[config.mk]
export PLATFORM = sky130hd
export DESIGN_NAME = cpu_alu_unit_flat
export DESIGN_NICKNAME = d
export VERILOG_FILES = /design/src/rtl/cpu_alu_unit_if.sv /design/src/rtl/cpu_alu_unit.sv /design/src/flat_wrapper.sv
export SDC_FILE = /design/constraint.sdc
export NUM_CORES = 1
export LEC_CHECK = 0
export BUFFER_PORTS_ARGS = -buffer_cell sky130_fd_sc_hd__buf_2
export CORE_ASPECT_RATIO = 0.75
export CORE_MARGIN = 5
export CORE_UTILIZATION = 25
export CTS_CLUSTER_SIZE = 40
export DETAILED_ROUTE_END_ITERATION = 6
export MAX_ROUTING_LAYER = met4
export PLACE_DENSITY = 0.38
export SYNTH_ARGS = -nofsm -noshare
export SYNTH_HDL_FRONTEND = slang
export SYNTH_SLANG_ARGS = --single-unit
export TNS_END_PERCENT = 1
[constraint.sdc]
create_clock -name clk -period 5.15 [get_ports clk]
set_input_delay 0 -clock clk [delete_from_list [all_inputs] [get_ports clk]]
set_output_delay 0 -clock clk [all_outputs]
set_load 0.01 [all_outputs]
[src/rtl/cpu_alu_unit_if.sv]
// cpu_alu_unit_if: operand/opcode/result bundle between the datapath temporaries and the ALU.
// Latency: none; this is wiring only.
// Backpressure: none; the ALU accepts a new operation on every clock edge.
//
// Signals:
//   oe      output enable for out (combinational in the ALU)
//   opcode  4-bit operation select
//   a, b    operands from T1 / T2
//   cin     carry/borrow in (ADC/SBB only)
//   out     result gated by oe
//   flags   {P,V,C,N,Z}, always driven
interface cpu_alu_unit_if #(
  parameter int WIDTH  = 16,
  parameter int FLAG_W = 5
);
  logic              oe;
  logic [3:0]        opcode;
  logic [WIDTH-1:0]  a;
  logic [WIDTH-1:0]  b;
  logic              cin;
  logic [WIDTH-1:0]  out;
  logic [FLAG_W-1:0] flags;

  // Datapath side: drives operands, observes result.
  modport master (
    output oe, opcode, a, b, cin,
    input  out, flags
  );

  // ALU side.
  modport slave (
    input  oe, opcode, a, b, cin,
    output out, flags
  );
endinterface

[src/rtl/cpu_alu_unit.sv]
// cpu_alu_unit: 16-op registered ALU; result and {P,V,C,N,Z} flags latched every rising clk edge.
// Latency: one cycle from opcode/operands to out/flags; oe gates out combinationally.
// Backpressure: none; a new operation is accepted every cycle and there is no hold input.
//
// Ports:
//   clk   rising-edge clock
//   rst   synchronous, active-low reset (clears result and flags)
//   bus   cpu_alu_unit_if.slave: oe, opcode, a, b, cin in; out, flags out
//
// Optional build macro: ALU_MUL_EN
//   defined   -> opcode F is an unsigned multiply (low word result, C=V=upper word nonzero)
//   undefined -> opcode F passes b through; no multiplier is built
//
// WIDTH must match the WIDTH of the connected interface instance (minimum 4).
module cpu_alu_unit #(
  parameter int WIDTH  = 16,
  parameter int FLAG_W = 5
) (
  input logic           clk,
  input logic           rst,
  cpu_alu_unit_if.slave bus
);

  localparam int MSB = WIDTH - 1;

  localparam logic [3:0] OP_ADD = 4'h0;
  localparam logic [3:0] OP_ADC = 4'h1;
  localparam logic [3:0] OP_SUB = 4'h2;
  localparam logic [3:0] OP_SBB = 4'h3;
  localparam logic [3:0] OP_AND = 4'h4;
  localparam logic [3:0] OP_OR  = 4'h5;
  localparam logic [3:0] OP_XOR = 4'h6;
  localparam logic [3:0] OP_NOT = 4'h7;
  localparam logic [3:0] OP_SHL = 4'h8;
  localparam logic [3:0] OP_SHR = 4'h9;
  localparam logic [3:0] OP_SAR = 4'hA;
  localparam logic [3:0] OP_ROL = 4'hB;
  localparam logic [3:0] OP_ROR = 4'hC;
  localparam logic [3:0] OP_INC = 4'hD;
  localparam logic [3:0] OP_DEC = 4'hE;
  localparam logic [3:0] OP_F   = 4'hF;

  localparam logic [WIDTH-1:0] MAX_POS = {1'b0, {(WIDTH-1){1'b1}}};
  localparam logic [WIDTH-1:0] MIN_NEG = {1'b1, {(WIDTH-1){1'b0}}};

  logic [WIDTH-1:0]  r_result;
  logic [FLAG_W-1:0] r_flags;

  // One WIDTH+1 adder/subtractor result each; bit WIDTH is carry (add) or borrow (sub).
  logic [WIDTH:0]    w_sum;
  logic [WIDTH:0]    w_diff;
  logic              w_cin_add;
  logic              w_cin_sub;
  logic [WIDTH-1:0]  w_result;
  logic              w_c;
  logic              w_v;
  logic [FLAG_W-1:0] w_flags;

`ifdef ALU_MUL_EN
  logic [2*WIDTH-1:0] w_prod;
  assign w_prod = {{WIDTH{1'b0}}, bus.a} * {{WIDTH{1'b0}}, bus.b};
`endif

  // cin only matters for ADC/SBB; plain ADD/SUB share the same adder with cin forced low.
  assign w_cin_add = (bus.opcode == OP_ADC) ? bus.cin : 1'b0;
  assign w_cin_sub = (bus.opcode == OP_SBB) ? bus.cin : 1'b0;

  assign w_sum  = {1'b0, bus.a} + {1'b0, bus.b} + {{WIDTH{1'b0}}, w_cin_add};
  // Borrow is bit WIDTH: a < b+cin makes the WIDTH+1-bit difference wrap negative.
  assign w_diff = {1'b0, bus.a} - {1'b0, bus.b} - {{WIDTH{1'b0}}, w_cin_sub};

  always_comb begin
    w_result = '0;
    w_c      = 1'b0;
    w_v      = 1'b0;
    case (bus.opcode)
      OP_ADD, OP_ADC: begin
        w_result = w_sum[MSB:0];
        w_c      = w_sum[WIDTH];
        // Same-sign operands producing an opposite-sign result.
        w_v      = (bus.a[MSB] == bus.b[MSB]) && (w_sum[MSB] != bus.a[MSB]);
      end
      OP_SUB, OP_SBB: begin
        w_result = w_diff[MSB:0];
        w_c      = w_diff[WIDTH];
        // Opposite-sign operands where the result sign differs from a.
        w_v      = (bus.a[MSB] != bus.b[MSB]) && (w_diff[MSB] != bus.a[MSB]);
      end
      OP_AND: w_result = bus.a & bus.b;
      OP_OR:  w_result = bus.a | bus.b;
      OP_XOR: w_result = bus.a ^ bus.b;
      OP_NOT: w_result = ~bus.a;
      OP_SHL: begin
        w_result = {bus.a[MSB-1:0], 1'b0};
        w_c      = bus.a[MSB];
        w_v      = bus.a[MSB] ^ bus.a[MSB-1];
      end
      OP_SHR: begin
        w_result = {1'b0, bus.a[MSB:1]};
        w_c      = bus.a[0];
      end
      OP_SAR: begin
        w_result = {bus.a[MSB], bus.a[MSB:1]};
        w_c      = bus.a[0];
      end
      OP_ROL: begin
        w_result = {bus.a[MSB-1:0], bus.a[MSB]};
        w_c      = bus.a[MSB];
      end
      OP_ROR: begin
        w_result = {bus.a[0], bus.a[MSB:1]};
        w_c      = bus.a[0];
      end
      OP_INC: begin
        w_result = bus.a + 1'b1;
        w_c      = &bus.a;
        w_v      = (bus.a == MAX_POS);
      end
      OP_DEC: begin
        w_result = bus.a - 1'b1;
        w_c      = ~|bus.a;
        w_v      = (bus.a == MIN_NEG);
      end
      OP_F: begin
`ifdef ALU_MUL_EN
        w_result = w_prod[MSB:0];
        w_c      = |w_prod[2*WIDTH-1:WIDTH];
        w_v      = |w_prod[2*WIDTH-1:WIDTH];
`else
        w_result = bus.b;
`endif
      end
    endcase
  end

  // {P, V, C, N, Z}; P is set for an even number of ones.
  assign w_flags = {~^w_result, w_v, w_c, w_result[MSB], ~|w_result};

  always_ff @(posedge clk) begin
    if (!rst) begin
      r_result <= '0;
      r_flags  <= '0;
    end else begin
      r_result <= w_result;
      r_flags  <= w_flags;
    end
  end

  assign bus.out   = bus.oe ? r_result : '0;
  assign bus.flags = r_flags;

endmodule

[src/flat_wrapper.sv]
// flat-port wrapper written by rule: the top's interface ports become plain ports
module cpu_alu_unit_flat 
#(
  parameter int WIDTH  = 16,
  parameter int FLAG_W = 5
)
  (clk, rst, bus_oe, bus_opcode, bus_a, bus_b, bus_cin, bus_out, bus_flags);
  cpu_alu_unit_if #(.WIDTH(WIDTH), .FLAG_W(FLAG_W)) bus_i ();
  input logic clk;
  input logic rst;
  input wire logic [$bits(bus_i.oe)-1:0] bus_oe;
  input wire logic [$bits(bus_i.opcode)-1:0] bus_opcode;
  input wire logic [$bits(bus_i.a)-1:0] bus_a;
  input wire logic [$bits(bus_i.b)-1:0] bus_b;
  input wire logic [$bits(bus_i.cin)-1:0] bus_cin;
  output wire logic [$bits(bus_i.out)-1:0] bus_out;
  output wire logic [$bits(bus_i.flags)-1:0] bus_flags;
  assign bus_i.oe = bus_oe;
  assign bus_i.opcode = bus_opcode;
  assign bus_i.a = bus_a;
  assign bus_i.b = bus_b;
  assign bus_i.cin = bus_cin;
  assign bus_out = bus_i.out;
  assign bus_flags = bus_i.flags;
  cpu_alu_unit #(.WIDTH(WIDTH), .FLAG_W(FLAG_W)) u_core (.clk(clk), .rst(rst), .bus(bus_i));
endmodule
==> load_flow_metrics.sql <==
INSERT INTO impl_metrics (metric_group, metric, value, unit) VALUES
('critical_path', 'crit_path_start_kind', 'input port', ''),
('critical_path', 'cp-startpoint', 'bus_opcode[2]', ''),
('route', 'routed_wl', '22800', 'um'),
('synth', 'yosys_warnings', '0', ''),
('final_layout', 'layout-area-overhead-vs-synth', '12.7', '%'),
('clock_network', 'htree_levels', '1', ''),
('placed_design', 'placed_area', '0.00566', 'mm2'),
('clock_network', 'clockBufferDepth', '2', ''),
('critical_path', 'ws_path_type', 'input port to register', ''),
('synth', 'synth.area.top_cells', 'sky130_fd_sc_hd__ha_1 21%, sky130_fd_sc_hd__dfxtp_1 7.9%, sky130_fd_sc_hd__xnor2_1 5.3%', ''),
('critical_path', 'crit_end', 'u_core.bus.flags[4]', ''),
('synth', 'synth_cell_type_count', '68', ''),
('power_and_ir_drop', 'p_comb_frac', '0.672', ''),
('placed_design', 'io_buffer_count', '60', ''),
('route', 'top_layer_used', 'met4', ''),
('synth', 'syn-num-nets', '842', ''),
('route', 'detail_route.first_pass.iterations', '5', ''),
('route', 'final_antenna_net_count', '0', ''),
('timing', 'final_period_minus_worst_setup_slack', '4800', 'ps'),
('floorplanning', 'die_width', '175', 'um'),
('placed_design', 'finalWeightedCongestion', '0.932', ''),
('global_route', 'grt_first_pass_wirelength', '34300', 'um'),
('power_and_ir_drop', 'ir_worst_vdd', '0.103', 'mV'),
('placed_design', 'placed_cells_incl_taps', '1005', ''),
('final_layout', 'layoutNonFillerInstCount', '1009', ''),
('final_layout', 'fill_cells', '2274', ''),
('synth', 'post_synth_inst_count', '711', ''),
('final_layout', 'insertedDiodeCount', '0', ''),
('critical_path', 'path_max_fanout', '25', ''),
('critical_path', 'cp_data_required_time', '5270', 'ps'),
('job', 'timing.max_cap.violations', '0', ''),
('synth', 'yosysTopAreaCell', 'sky130_fd_sc_hd__ha_1', ''),
('power_and_ir_drop', 'total_switching_power', '0.502', 'mW'),
('power_and_ir_drop', 'totalPowerFinal', '1.08', 'mW'),
('global_route', 'grt_remaining_overflow', '0', ''),
('floorplanning', 'core_area', '0.0202', 'mm2'),
('clock_network', 'post_cts.resized_instances', '0', ''),
('route', 'first_iter_violations', '518', ''),
('global_route', 'pin_count_of_the_biggest_net_entering_global_routing', '26', ''),
('status', 'status', 'finished, final reports clean', ''),
('route', 'detail_route.vias_per_cell', '5.62', ''),
('timing', 'clock.fmax', '208', 'MHz'),
('synth', 'synth.cell_area', '0.00510', 'mm2'),
('timing', 'max_slew_margin', '0.336', ''),
('global_route', 'number_of_global_route_vias_before_repair', '5472', ''),
('clock_network', 'buffer_count_from_post_cts_setup_fixing', '0', ''),
('power_and_ir_drop', 'power.leakage', '2.57', 'nW'),
('power_and_ir_drop', 'power.share.switching', '0.466', ''),
('timing', 'report.final.hold_viol_count', '0', ''),
('critical_path', 'timing.critical_path.arrival', '4920', 'ps'),
('critical_path', 'critical_path.endpoint_type', 'register', ''),
('synth', 'post-synth-top-area-fraction', '0.211', ''),
('floorplanning', 'initial_core_utilization', '0.253', ''),
('synth', 'asyncSetResetFlopFracSynth', '0', ''),
('route', 'total_length_of_routed_met3_wires', '1780', 'um'),
('clock_network', 'path_clk_slew', '50', 'ps'),
('final_layout', 'final_layout_size_suffix_gt1_frac', '0.121', ''),
('power_and_ir_drop', 'power_frac_seq', '0.166', ''),
('timing', 'max_slew_vio_count', '0', ''),
('power_and_ir_drop', 'power.share.clock', '0.162', ''),
('floorplanning', 'design.die.area', '0.0234', 'mm2'),
('synth', 'synth_edf_count', '0', ''),
('final_layout', 'final_design_area_no_fill', '0.00575', 'mm2'),
('synth', 'synth-seq-cells', '20', ''),
('power_and_ir_drop', 'power.density', '187', 'mW/mm2'),
('timing', 'timing_worst_slew_pin_value', '996', 'ps'),
('route', 'dr_total_vias', '5670', ''),
('route', 'wl_per_cell', '22.6', 'um'),
('clock_network', 'holdBufCountCts', '0', ''),
('timing', 'layout_worst_path_cycle_share', '0.933', ''),
('synth', 'synth.yosys.seq_area_share', '0.0785', '');
logic make-up (layout without fill, tap and decap cells):
group,after synthesis,in the layout,share of synthesized area
buffers and inverters,95,135,0.0729
xor gates and xnor gates,40,40,0.0687
muxes,16,16,0.0346
AOI/OAI and AO/OA,216,216,0.288
adders and majority gates,91,91,0.231
and+or+nand+nor,233,233,0.227
DFF,20,20,0.0785
worst min-delay path by stage:
| stage | startpoint | to | slack, ps | cells past startpoint |
|---|---|---|---|---|
| after global placement | rst | u_core.bus.flags[0] | 390 | 3 |
| after global routing | rst | u_core.bus.flags[0] | 90 | 3 |
| after floorplan | rst | u_core.bus.flags[3] | 130 | 2 |
| final | rst | u_core.bus.flags[0] | 80 | 3 |
| after CTS | rst | u_core.bus.flags[0] | 90 | 3 |
| after detailed placement | rst | u_core.bus.flags[0] | 360 | 3 |
registers in the layout (all words and copies together) (netlist names):
name,cells
u_core.bus.flags,5
u_core.r_result,15
critical path: stages:
cell and delay [ps]:
sky130_fd_sc_hd__buf_2 410, sky130_fd_sc_hd__nand2_1 270, sky130_fd_sc_hd__nor2_1 630, sky130_fd_sc_hd__ha_1 400, sky130_fd_sc_hd__a211oi_1 350, sky130_fd_sc_hd__o21ai_0 260, sky130_fd_sc_hd__a2111oi_2 540, sky130_fd_sc_hd__nor2_1 130
sky130_fd_sc_hd__xnor2_1 310, sky130_fd_sc_hd__o21ai_0 170, sky130_fd_sc_hd__a211oi_1 540, sky130_fd_sc_hd__ha_1 350, sky130_fd_sc_hd__xnor2_1 140, sky130_fd_sc_hd__xnor2_1 210, sky130_fd_sc_hd__xnor2_1 140, sky130_fd_sc_hd__nor2_1 50
final cells by class:
| type | count | area (um2) | area share |
|---|---|---|---|
| multi-input cells | 596 | 4330 | 0.753 |
| flip-flops and latches | 20 | 400 | 0.0697 |
| repair buffers | 71 | 383 | 0.0666 |
| well taps | 258 | 323 | 0.0562 |
| inverters | 60 | 225 | 0.0392 |
| clock buffers | 4 | 88.8 | 0.0155 |
through the flow:
| stage | hold slack (ps) | worst slack, ps | utilization |
|---|---|---|---|
| 2_1_floorplan | 129 | 1280 | - |
| 3_3_place_gp | 385 | 217 | 0.281 |
| 3_5_place_dp | 361 | 191 | 0.281 |
| 4_1_cts | 89.6 | 445 | 0.285 |
| 5_1_grt | 86.5 | 137 | 0.285 |
| 6_report | 78.1 | 347 | 0.285 |
synthesized netlist by cell type, types with 9 or more instances:
| cell type | count |
|---|---|
| sky130_fd_sc_hd__ha_1 | 86 |
| sky130_fd_sc_hd__inv_1 | 60 |
| sky130_fd_sc_hd__nand2_1 | 60 |
| sky130_fd_sc_hd__nor2_1 | 58 |
| sky130_fd_sc_hd__a21oi_1 | 52 |
| sky130_fd_sc_hd__o21ai_0 | 40 |
| sky130_fd_sc_hd__xnor2_1 | 31 |
| sky130_fd_sc_hd__clkbuf_1 | 23 |
| sky130_fd_sc_hd__and2_1 | 21 |
| sky130_fd_sc_hd__dfxtp_1 | 20 |
| sky130_fd_sc_hd__nand3_1 | 17 |
| sky130_fd_sc_hd__o22ai_1 | 16 |
| sky130_fd_sc_hd__nor3_1 | 13 |
| sky130_fd_sc_hd__mux2i_1 | 12 |
| sky130_fd_sc_hd__nand2b_1 | 12 |
| sky130_fd_sc_hd__a21o_1 | 11 |
| sky130_fd_sc_hd__a221oi_1 | 11 |
| sky130_fd_sc_hd__nand4_1 | 11 |
| sky130_fd_sc_hd__buf_2 | 9 |
| sky130_fd_sc_hd__xor2_1 | 9 |
per-layer routing:
layer  up-vias  track usage
met4         0       0.0362
met2       250        0.283
met5         -            -
met3        29       0.0448
met1      2721        0.277
li1       2670            -
power by group through the flow:
stage               clock, mW  combinational [mW]  sequential, mW
floorplan                   0               0.485           0.182
global placement            0               0.718           0.182
detailed placement          0               0.713           0.182
CTS                     0.181               0.718           0.179
global route            0.191               0.790           0.181
finish                  0.174               0.724           0.179
(Power assumes the default switching activity.)
